==> src/rtl/div_unit_if.sv <==
// ============================================================================
//  Module   : div_unit_if
//  Brief    : Request/response bundle between the EX stage and the divider.
//  Revision : 1.0
// ============================================================================
`default_nettype none

interface div_unit_if #(
   parameter int XLEN = 32
);
   logic            start;
   logic [1:0]      op;
   logic [XLEN-1:0] dividend;
   logic [XLEN-1:0] divisor;
   logic            flush;
   logic            busy;
   logic            done;
   logic [XLEN-1:0] result;

   modport master (
      output start, op, dividend, divisor, flush,
      input  busy, done, result
   );

   modport slave (
      input  start, op, dividend, divisor, flush,
      output busy, done, result
   );
endinterface

`default_nettype wire

==> src/rtl/div_unit.sv <==
// ============================================================================
//  Module   : div_unit
//  Brief    : Iterative radix-2 restoring divider for DIV/DIVU/REM/REMU.
//  Revision : 1.0
// ============================================================================
`default_nettype none

module div_unit #(
   parameter int XLEN = 32
) (
   input logic       clk,
   input logic       rst,
   div_unit_if.slave dbus
);

   localparam int         c_cnt_w   = $clog2(XLEN);
   localparam logic [1:0] c_st_idle = 2'd0;
   localparam logic [1:0] c_st_calc = 2'd1;
   localparam logic [1:0] c_st_done = 2'd2;

   logic [1:0]         r_state;
   logic [1:0]         w_state_nxt;
   logic [c_cnt_w-1:0] r_cnt;
   logic [XLEN-1:0]    r_rem;
   logic [XLEN-1:0]    r_quo;
   logic [XLEN-1:0]    r_dvs;
   logic [XLEN-1:0]    r_result;
   logic               r_neg_q;
   logic               r_neg_r;
   logic               r_is_rem;

   logic               w_accept;
   logic               w_signed;
   logic               w_a_neg;
   logic               w_b_neg;
   logic [XLEN-1:0]    w_a_abs;
   logic [XLEN-1:0]    w_b_abs;
   logic               w_div0;
   logic               w_ovf;
   logic               w_special;
   logic [XLEN-1:0]    w_special_val;
   logic [XLEN:0]      w_shift;
   logic [XLEN:0]      w_diff;
   logic               w_qbit;
   logic [XLEN-1:0]    w_rem_nxt;
   logic [XLEN-1:0]    w_quo_nxt;
   logic               w_last;
   logic [XLEN-1:0]    w_fin_q;
   logic [XLEN-1:0]    w_fin_r;

   // Operand conditioning at accept time
   always_comb begin
      w_accept  = (r_state == c_st_idle) && dbus.start && !dbus.flush;
      w_signed  = ~dbus.op[0];
      w_a_neg   = w_signed & dbus.dividend[XLEN-1];
      w_b_neg   = w_signed & dbus.divisor[XLEN-1];
      w_a_abs   = w_a_neg ? -dbus.dividend : dbus.dividend;
      w_b_abs   = w_b_neg ? -dbus.divisor  : dbus.divisor;
      w_div0    = (dbus.divisor == '0);
      w_ovf     = w_signed
                  && (dbus.dividend == {1'b1, {(XLEN-1){1'b0}}})
                  && (dbus.divisor == '1);
      w_special = w_div0 | w_ovf;
      if (w_div0)
         w_special_val = dbus.op[1] ? dbus.dividend : '1;
      else
         w_special_val = dbus.op[1] ? '0 : dbus.dividend;
   end

   // One restoring step; the quotient shifts in where dividend bits shift out
   always_comb begin
      w_shift   = {r_rem, r_quo[XLEN-1]};
      w_diff    = w_shift - {1'b0, r_dvs};
      w_qbit    = ~w_diff[XLEN];
      w_rem_nxt = w_qbit ? w_diff[XLEN-1:0] : w_shift[XLEN-1:0];
      w_quo_nxt = {r_quo[XLEN-2:0], w_qbit};
      w_last    = (r_cnt == c_cnt_w'(XLEN-1));
      w_fin_q   = r_neg_q ? -w_quo_nxt : w_quo_nxt;
      w_fin_r   = r_neg_r ? -w_rem_nxt : w_rem_nxt;
   end

   always_ff @(posedge clk) begin
      if (rst)
         r_state <= c_st_idle;
      else
         r_state <= w_state_nxt;
   end

   always_comb begin
      w_state_nxt = r_state;
      case (r_state)
         c_st_idle: begin
            if (w_accept)
               w_state_nxt = w_special ? c_st_done : c_st_calc;
         end
         c_st_calc: begin
            if (dbus.flush)
               w_state_nxt = c_st_idle;
            else if (w_last)
               w_state_nxt = c_st_done;
         end
         c_st_done: w_state_nxt = c_st_idle;
         default:   w_state_nxt = c_st_idle;
      endcase
   end

   always_comb begin
      dbus.busy   = (r_state == c_st_calc);
      dbus.done   = (r_state == c_st_done);
      dbus.result = r_result;
   end

   always_ff @(posedge clk) begin
      if (rst) begin
         r_cnt    <= '0;
         r_rem    <= '0;
         r_quo    <= '0;
         r_dvs    <= '0;
         r_result <= '0;
         r_neg_q  <= 1'b0;
         r_neg_r  <= 1'b0;
         r_is_rem <= 1'b0;
      end else begin
         case (r_state)
            c_st_idle: begin
               if (w_accept) begin
                  r_cnt    <= '0;
                  r_rem    <= '0;
                  r_quo    <= w_a_abs;
                  r_dvs    <= w_b_abs;
                  r_neg_q  <= w_a_neg ^ w_b_neg;
                  r_neg_r  <= w_a_neg;
                  r_is_rem <= dbus.op[1];
                  if (w_special)
                     r_result <= w_special_val;
               end
            end
            c_st_calc: begin
               if (!dbus.flush) begin
                  r_rem <= w_rem_nxt;
                  r_quo <= w_quo_nxt;
                  r_cnt <= r_cnt + c_cnt_w'(1);
                  if (w_last)
                     r_result <= r_is_rem ? w_fin_r : w_fin_q;
               end
            end
            default: ;
         endcase
      end
   end

endmodule

`default_nettype wire

==> src/flat_wrapper.sv <==
// flat-port wrapper written by rule: the top's interface ports become plain ports
module div_unit_flat 
#(
   parameter int XLEN = 32
)
  (clk, rst, dbus_start, dbus_op, dbus_dividend, dbus_divisor, dbus_flush, dbus_busy, dbus_done, dbus_result);
  div_unit_if #(.XLEN(XLEN)) dbus_i ();
  input logic clk;
  input logic rst;
  input wire logic [$bits(dbus_i.start)-1:0] dbus_start;
  input wire logic [$bits(dbus_i.op)-1:0] dbus_op;
  input wire logic [$bits(dbus_i.dividend)-1:0] dbus_dividend;
  input wire logic [$bits(dbus_i.divisor)-1:0] dbus_divisor;
  input wire logic [$bits(dbus_i.flush)-1:0] dbus_flush;
  output wire logic [$bits(dbus_i.busy)-1:0] dbus_busy;
  output wire logic [$bits(dbus_i.done)-1:0] dbus_done;
  output wire logic [$bits(dbus_i.result)-1:0] dbus_result;
  assign dbus_i.start = dbus_start;
  assign dbus_i.op = dbus_op;
  assign dbus_i.dividend = dbus_dividend;
  assign dbus_i.divisor = dbus_divisor;
  assign dbus_i.flush = dbus_flush;
  assign dbus_busy = dbus_i.busy;
  assign dbus_done = dbus_i.done;
  assign dbus_result = dbus_i.result;
  div_unit #(.XLEN(XLEN)) u_core (.clk(clk), .rst(rst), .dbus(dbus_i));
endmodule
==> config.mk <==
export PLATFORM = sky130hd
export DESIGN_NAME = div_unit_flat
export DESIGN_NICKNAME = d
export VERILOG_FILES = /design/src/rtl/div_unit_if.sv /design/src/rtl/div_unit.sv /design/src/flat_wrapper.sv
export SDC_FILE = /design/constraint.sdc
export NUM_CORES = 1
export LEC_CHECK = 0
export ABC_AREA = 1
export BUFFER_PORTS_ARGS = -buffer_cell sky130_fd_sc_hd__buf_2
export CAP_MARGIN = 40
export CORE_ASPECT_RATIO = 2
export CORE_UTILIZATION = 54
export CTS_CLUSTER_SIZE = 8
export DETAILED_ROUTE_END_ITERATION = 12
export GPL_TIMING_DRIVEN = 0
export HOLD_SLACK_MARGIN = 0.15
export PLACE_DENSITY_LB_ADDON = 0.12
export SLEW_MARGIN = 20
export SYNTH_ARGS = -nofsm -noshare
export SYNTH_HDL_FRONTEND = slang
export SYNTH_SLANG_ARGS = --single-unit
export TNS_END_PERCENT = 1
==> constraint.sdc <==
create_clock -name clk -period 8.3 [get_ports clk]
set_input_delay 0.415 -clock clk [delete_from_list [all_inputs] [get_ports clk]]
set_output_delay 0.415 -clock clk [all_outputs]
set_load 0.02 [all_outputs]
After elaboration in Yosys (flattened, before gate mapping). Index checks and enable logic that the tools add are counted.

Output and inout port bits: 34. Input port bits: 70. Register bits after elaboration: 138.

Equal/unequal tests: 10. Bitwise logic cells: 6. Muxes and demuxes: 28. Reduce and logical (&&, ||, !) cells: 12. Add/sub/neg operators: 6.

Operators by type and width (number): 32-bit 2-to-1 mux (17); 32-bit case mux with 2 select lines (3); 32-bit negator (4); 32-bit equality test, second input constant (2); 33-bit by 32-bit subtractor with 33-bit output (1); 32-bit zero test (1); 5-bit 2-to-1 mux (2); 5-bit case mux with 2 select lines (1); 2-bit 2-to-1 mux (4); 2-bit by 1-bit inequality test with 1-bit output, second input constant (3); 5-bit by 1-bit adder with 5-bit output, second input constant (1); 5-bit equality test, second input constant (1); 5-bit AND reduction (1); 1-bit logical AND (4); 2-bit case mux with 2 select lines (1); 2-bit AND reduction (2); 3-bit by 2-bit inequality test with 1-bit output, second input constant (1); 3-bit AND reduction (1); 1-bit AND (2); 2-bit by 1-bit equality test with 1-bit output, second input constant (1); 2-bit equality test, second input constant (1); 2-bit zero test (1); 2-bit inequality test, second input constant (1); 1-bit inverter (2); 4 further kinds (4).

Longest topological paths before layout.
Depth in word-level cells: 8. Gate-level depth with buffers: 32.

Least setup slack after synthesis. No wires, ideal clock.

Path kind: register to register. Start point: register u_core.r_quo[31]. End point: register u_core.r_result[28], in the netlist u_core.dbus.result[28]. Buffers on the path: 1. Period minus slack after synthesis: 3.856 ns. Stages on the path, launching flop included: 32. Slack: 4.444 ns. Required time: 8.232 ns. Library setup time: 0.068 ns. Arrival time: 3.788 ns. Cell sequence: dfxtp_1 -> inv_1 -> ha_1 -> fa_1 -> inv_1 -> nand2_1 -> nand2_1 -> nand3_1 -> nand2_2 -> nand2_4 -> nand2_4 -> nand2_4 -> nand2_4 -> nand2_4 -> nand2_8 -> buf_2 -> ha_1 -> nand3_1 -> nor2_1 -> nand3_1 -> nor2_1 -> nand3_1 -> nor2_1 -> nand3_1 -> o21ai_1 -> o21ai_0 -> a21oi_1 -> xor2_1 -> a21oi_1 -> nand2_1 -> nand2_1 -> a21oi_2.

Longest elaborated chain between the ends: 8. Elaborated cells between the ends (all ways): 11.

RTL lines: from (decl) (line div_unit.sv:25) `logic [XLEN-1:0] r_quo;`; from (signal assigned) (line div_unit.sv:129) `r_quo <= w_a_abs;`; from (signal assigned) (line div_unit.sv:141) `r_quo <= w_quo_nxt;`; 33-bit by 32-bit subtractor with 33-bit output (line div_unit.sv:73) `w_diff = w_shift - {1'b0, r_dvs};`; 32-bit 2-to-1 mux or 1-bit inverter (tied branches) (line div_unit.sv:75, div_unit.sv:74); 32-bit negator, on equally long branches (line div_unit.sv:79, div_unit.sv:78); 32-bit 2-to-1 mux, on equally long branches (line div_unit.sv:79, div_unit.sv:78); 32-bit 2-to-1 mux (*) (line div_unit.sv:144) `r_result <= r_is_rem ? w_fin_r : w_fin_q;`; 32-bit 2-to-1 mux (*) (line div_unit.sv:143) `if (w_last)`; 32-bit 2-to-1 mux (*) (line div_unit.sv:139) `if (!dbus.flush) begin`; 32-bit case mux with 2 select lines (*) (line div_unit.sv:124) `case (r_state)`; to (signal assigned) (line div_unit.sv:135) `r_result <= w_special_val;`; to (signal assigned) (line div_unit.sv:144); to (decl) (line div_unit.sv:27) `logic [XLEN-1:0] r_result;`.

Mark *: on every way between the ends. The rest lies on a longest branch, timed or not. The select of a mux whose other input is x is not followed. A chain may end at the register's enable or synchronous reset.

Final worst setup path.
Start point: register u_core.r_dvs[23]. End point: register u_core.r_result[28], in the netlist u_core.dbus.result[28].

Longest elaborated chain between the ends: 8. Elaborated cells between the ends (all ways): 11.

RTL lines: from (decl) (line div_unit.sv:26) `logic [XLEN-1:0] r_dvs;`; from (signal assigned) (line div_unit.sv:130) `r_dvs <= w_b_abs;`; 33-bit by 32-bit subtractor with 33-bit output (*) (line div_unit.sv:73); 32-bit 2-to-1 mux or 1-bit inverter (tied branches) (line div_unit.sv:75, div_unit.sv:74); 32-bit negator, on equally long branches (line div_unit.sv:79, div_unit.sv:78); 32-bit 2-to-1 mux, on equally long branches (line div_unit.sv:79, div_unit.sv:78); 32-bit 2-to-1 mux (*) (line div_unit.sv:144); 32-bit 2-to-1 mux (*) (line div_unit.sv:143); 32-bit 2-to-1 mux (*) (line div_unit.sv:139); 32-bit case mux with 2 select lines (*) (line div_unit.sv:124).

Marked as above.

==> summary.log <==
INFO  synthesis      syn_area_per_cell=5.60squm
INFO  clocking       htree_num_levels=4
INFO  drt            wl_on_met1=18100um
INFO  finish         most-common-layout-cells=sky130_fd_sc_hd__nand2_1, sky130_fd_sc_hd__inv_1, sky130_fd_sc_hd__nor2_1
INFO  die            floorplan.initialDensity=55.2%
INFO  drt            wire_per_inst=20.0um
INFO  synthesis      ys_warnings=0
INFO  grt            largest_net_degree_at_the_start_of_global_routing=17
INFO  power          post-layout-total-power=2.39mW
INFO  synthesis      synth_top_area_cell=sky130_fd_sc_hd__nand2_1
INFO  timing         setup_tns=0ns
INFO  power          power_density=160nW/um^2
INFO  clocking       worst_setup_hold_path_clk_slew=0.07ns
INFO  grt            first_global_vias=15970
INFO  power          cellLeakagePower=7.73nW
INFO  die            die_height=225um
INFO  setup_path     cpMaxStageDelayCell=sky130_fd_sc_hd__ha_1
INFO  die            floorplan.die_area=25600squm
INFO  die            placementRows=81
INFO  synthesis      synthDistinctLibCells=54
INFO  finish         area_delta_synth_final=11.2%
INFO  synthesis      synth_edf_count=0
INFO  timing         post-route-period-util=59.7%
INFO  drt            met2WireLength=27900um
INFO  finish         finish.net_count=2643
INFO  clocking       clock_tree_from_tritoncts=yes
INFO  setup_path     critical-path-max-stage-delay=0.45ns
INFO  status         status=finished clean
INFO  drt            via_count=16545
INFO  synthesis      synth_cells=2408
INFO  die            floorplan.core_area=24400squm
INFO  clocking       ctsRootBufferMaster=sky130_fd_sc_hd__clkbuf_16
INFO  drt            detail_route.first_pass.iterations=6
INFO  clocking       post_cts_resized=0
INFO  finish         antenna_cells_inserted=0
INFO  timing         setup_slack=3.34ns
INFO  clocking       clockBufferDepth=2
INFO  drt            drt.antenna.violating_nets=0
INFO  placed_design  dpl-instance-area=14400squm
INFO  clocking       clk-insertion-delay-late=0.46ns
INFO  synthesis      synthesis.area=13500squm
INFO  clocking       cts_num_sinks=138
INFO  setup_path     crit_required=8.69ns
INFO  grt            grt_remaining_overflow=0
INFO  clocking       cts-buffers-inserted=17
INFO  synthesis      synth_seq_cells=138
INFO  setup_path     start_kind=flop
INFO  grt            grt_pass1_wl=86600um
INFO  grt            grt_antenna_before_repair=0
INFO  timing         worst_slew_pin_slew=0.949ns
INFO  timing         timing.max_slew.rel_slack=36.5%
INFO  synthesis      post_synth_main_area_contributors=sky130_fd_sc_hd__nand2_1, sky130_fd_sc_hd__dfxtp_1, sky130_fd_sc_hd__inv_1
INFO  clocking       quantity_of_hold_fixing_buffers_added_after_cts=0
INFO  placed_design  io_buffers=103
INFO  run            max_cap_violations=0
INFO  timing         maxSlewViolCount=0
INFO  finish         finish.instance_area=15000squm
INFO  worst_hold_path min-delay-path-class=input pin to flop
INFO  synthesis      synthArstFlopShare=0%
INFO  die            die_width=114um
INFO  drt            route.detailed.vias_per_inst=5.75
INFO  grt            global_route.usage.total=45.6%
INFO  synthesis      synth_top_flop_cell=sky130_fd_sc_hd__dfxtp_1
INFO  finish         final_cell_count_no_fill=2878
INFO  timing         period_minus_slack=4.96ns
INFO  timing         setup_repair_after_global_routing_missed_its_margin=no
INFO  drt            met3_length=3670um
INFO  setup_path     timing.critical_path.arrival=5.34ns
INFO  timing         hold_viol=0
INFO  timing         final-setup-viol-count=0
INFO  drt            postRouteWirelength=57600um
INFO  power          peak_supply_drop=0.134mV
INFO  finish         layout_commonest_cell=sky130_fd_sc_hd__nand2_1
INFO  clocking       cts_setup_buffers=0
INFO  synthesis      yosys_top_cell_area_share=22.1%
INFO  drt            route.top_layer_used=met4
INFO  die            num_io_pins=104
INFO  finish         drive_gt1_share=9.94%
INFO  placed_design  numPlacedInstances=2845
INFO  timing         max_freq=202MHz
INFO  drt            drtIter0Drc=1276
INFO  timing         timing.clock.skew=0.0126ns
INFO  finish         final_util=61.4%
INFO  placed_design  gpl.final_weighted_congestion=1.07
INFO  synthesis      synth-seq-area-share=20.5%
INFO  setup_path     critical_path.max_fanout=10
INFO  setup_path     worstSetupEndpointType=flop
INFO  synthesis      mappedNetlistNets=2518
INFO  drt            route.detailed.drc=0
INFO  timing         finalHoldWorstSlack=0.267ns
INFO  placed_design  pre_cts_slack=3.41ns
INFO  setup_path     criticalPathCategory=flop to flop
INFO  placed_design  place_hpwl=46900um
[registers in the layout (all words and copies together) (netlist names)]
register	cells
u_core.r_dvs	32
u_core.dbus.result	32
u_core.r_neg_q	1
u_core.r_quo	32
u_core.r_cnt	5
u_core.r_state	2
u_core.r_rem	32
u_core.r_is_rem	1
u_core.r_neg_r	1
[Yosys cell counts, types with 2 or more instances]
cell type                    n
sky130_fd_sc_hd__o31ai_1     3
sky130_fd_sc_hd__dfxtp_1   138
sky130_fd_sc_hd__buf_1       6
sky130_fd_sc_hd__a31oi_1    14
sky130_fd_sc_hd__xor2_1     32
sky130_fd_sc_hd__nor3_2      5
sky130_fd_sc_hd__and2_1      5
sky130_fd_sc_hd__or2_2       3
sky130_fd_sc_hd__o221ai_1   19
sky130_fd_sc_hd__nand2_4    10
sky130_fd_sc_hd__nand2_2    27
sky130_fd_sc_hd__nor2_1    201
sky130_fd_sc_hd__inv_2      10
sky130_fd_sc_hd__nor2_2     12
sky130_fd_sc_hd__nand3_1   147
sky130_fd_sc_hd__nor2_4      6
sky130_fd_sc_hd__xnor2_1    17
sky130_fd_sc_hd__nand3_4     2
sky130_fd_sc_hd__inv_1     338
sky130_fd_sc_hd__o22ai_1     3
sky130_fd_sc_hd__buf_6       9
sky130_fd_sc_hd__o21ai_0   166
sky130_fd_sc_hd__a221oi_1    3
sky130_fd_sc_hd__o21ai_1    10
sky130_fd_sc_hd__nand4_1    20
sky130_fd_sc_hd__buf_4       3
sky130_fd_sc_hd__clkinv_1    5
sky130_fd_sc_hd__a21oi_1   195
sky130_fd_sc_hd__nand2_8     2
sky130_fd_sc_hd__clkbuf_1   69
sky130_fd_sc_hd__nand3_2     5
sky130_fd_sc_hd__and3_1      2
sky130_fd_sc_hd__nor3_1     27
sky130_fd_sc_hd__nor4_1      8
sky130_fd_sc_hd__nand3b_1   12
sky130_fd_sc_hd__a21oi_4     2
sky130_fd_sc_hd__buf_2       8
sky130_fd_sc_hd__o211ai_1   11
sky130_fd_sc_hd__nand2_1   792
sky130_fd_sc_hd__ha_1       39
sky130_fd_sc_hd__a21oi_2     9
[cells by family after synthesis]
family | Yosys count | synth area share (%)
AO/OA/AOI/OAI | 443 | 18.1
AND/OR/NAND/NOR | 1289 | 41.2
buffers and inverters | 449 | 13.3
XOR/XNOR | 49 | 3.19
adder cells (fa/ha/maj) | 40 | 3.77
flip-flops | 138 | 20.5
[per-layer routing]
| metal | track usage (%) | vias up |
|---|---|---|
| met5 | 0 | - |
| met4 | 55.1 | 0 |
| met3 | 9.84 | 379 |
| met2 | 80.0 | 809 |
| met1 | 38.6 | 7396 |
| li1 | - | 7961 |
[path summary, 6_finish.rpt]
check                                            from                             endpoint  slack, ns  depth (start not counted)
setup / recovery        u_core.r_dvs[23]$_SDFFE_PP0P_  u_core.dbus.result[28]$_SDFFE_PP0P_       3.34                         28
hold / removal                       dbus_dividend[0]         u_core.r_quo[0]$_SDFFE_PP0P_       0.27                          3
setup reg to reg        u_core.r_dvs[23]$_SDFFE_PP0P_  u_core.dbus.result[28]$_SDFFE_PP0P_       3.34                         28
hold reg to reg   u_core.dbus.result[27]$_SDFFE_PP0P_  u_core.dbus.result[27]$_SDFFE_PP0P_       0.46                          2
[worst max-delay path, delay by kind of cell, from the launching register on]
kind            cells  cell delay (ns)
simple gates       15             1.95
compound gates      6             1.14
fa+ha+maj           2             0.70
buf+inv             4             0.56
flops               1             0.34
xor+xnor            1             0.17
[where the power goes]
part | internal, mW | switching, mW | total, mW
clock network | 0.404 | 0.348 | 0.751
logic | 0.263 | 0.652 | 0.915
registers | 0.697 | 0.0283 | 0.725
[cell type report]
type / instances / area [sq um]
flip-flops and latches: 138 / 2760
multi-input cells: 1821 / 8930
fillers: 2587 / 9440
well taps: 332 / 415
inverters: 353 / 1330
plain buffers: 96 / 465
clock buffers: 19 / 453
clock inverters: 13 / 104
repair buffers: 106 / 536
Power figures use the tool's default switching activity.
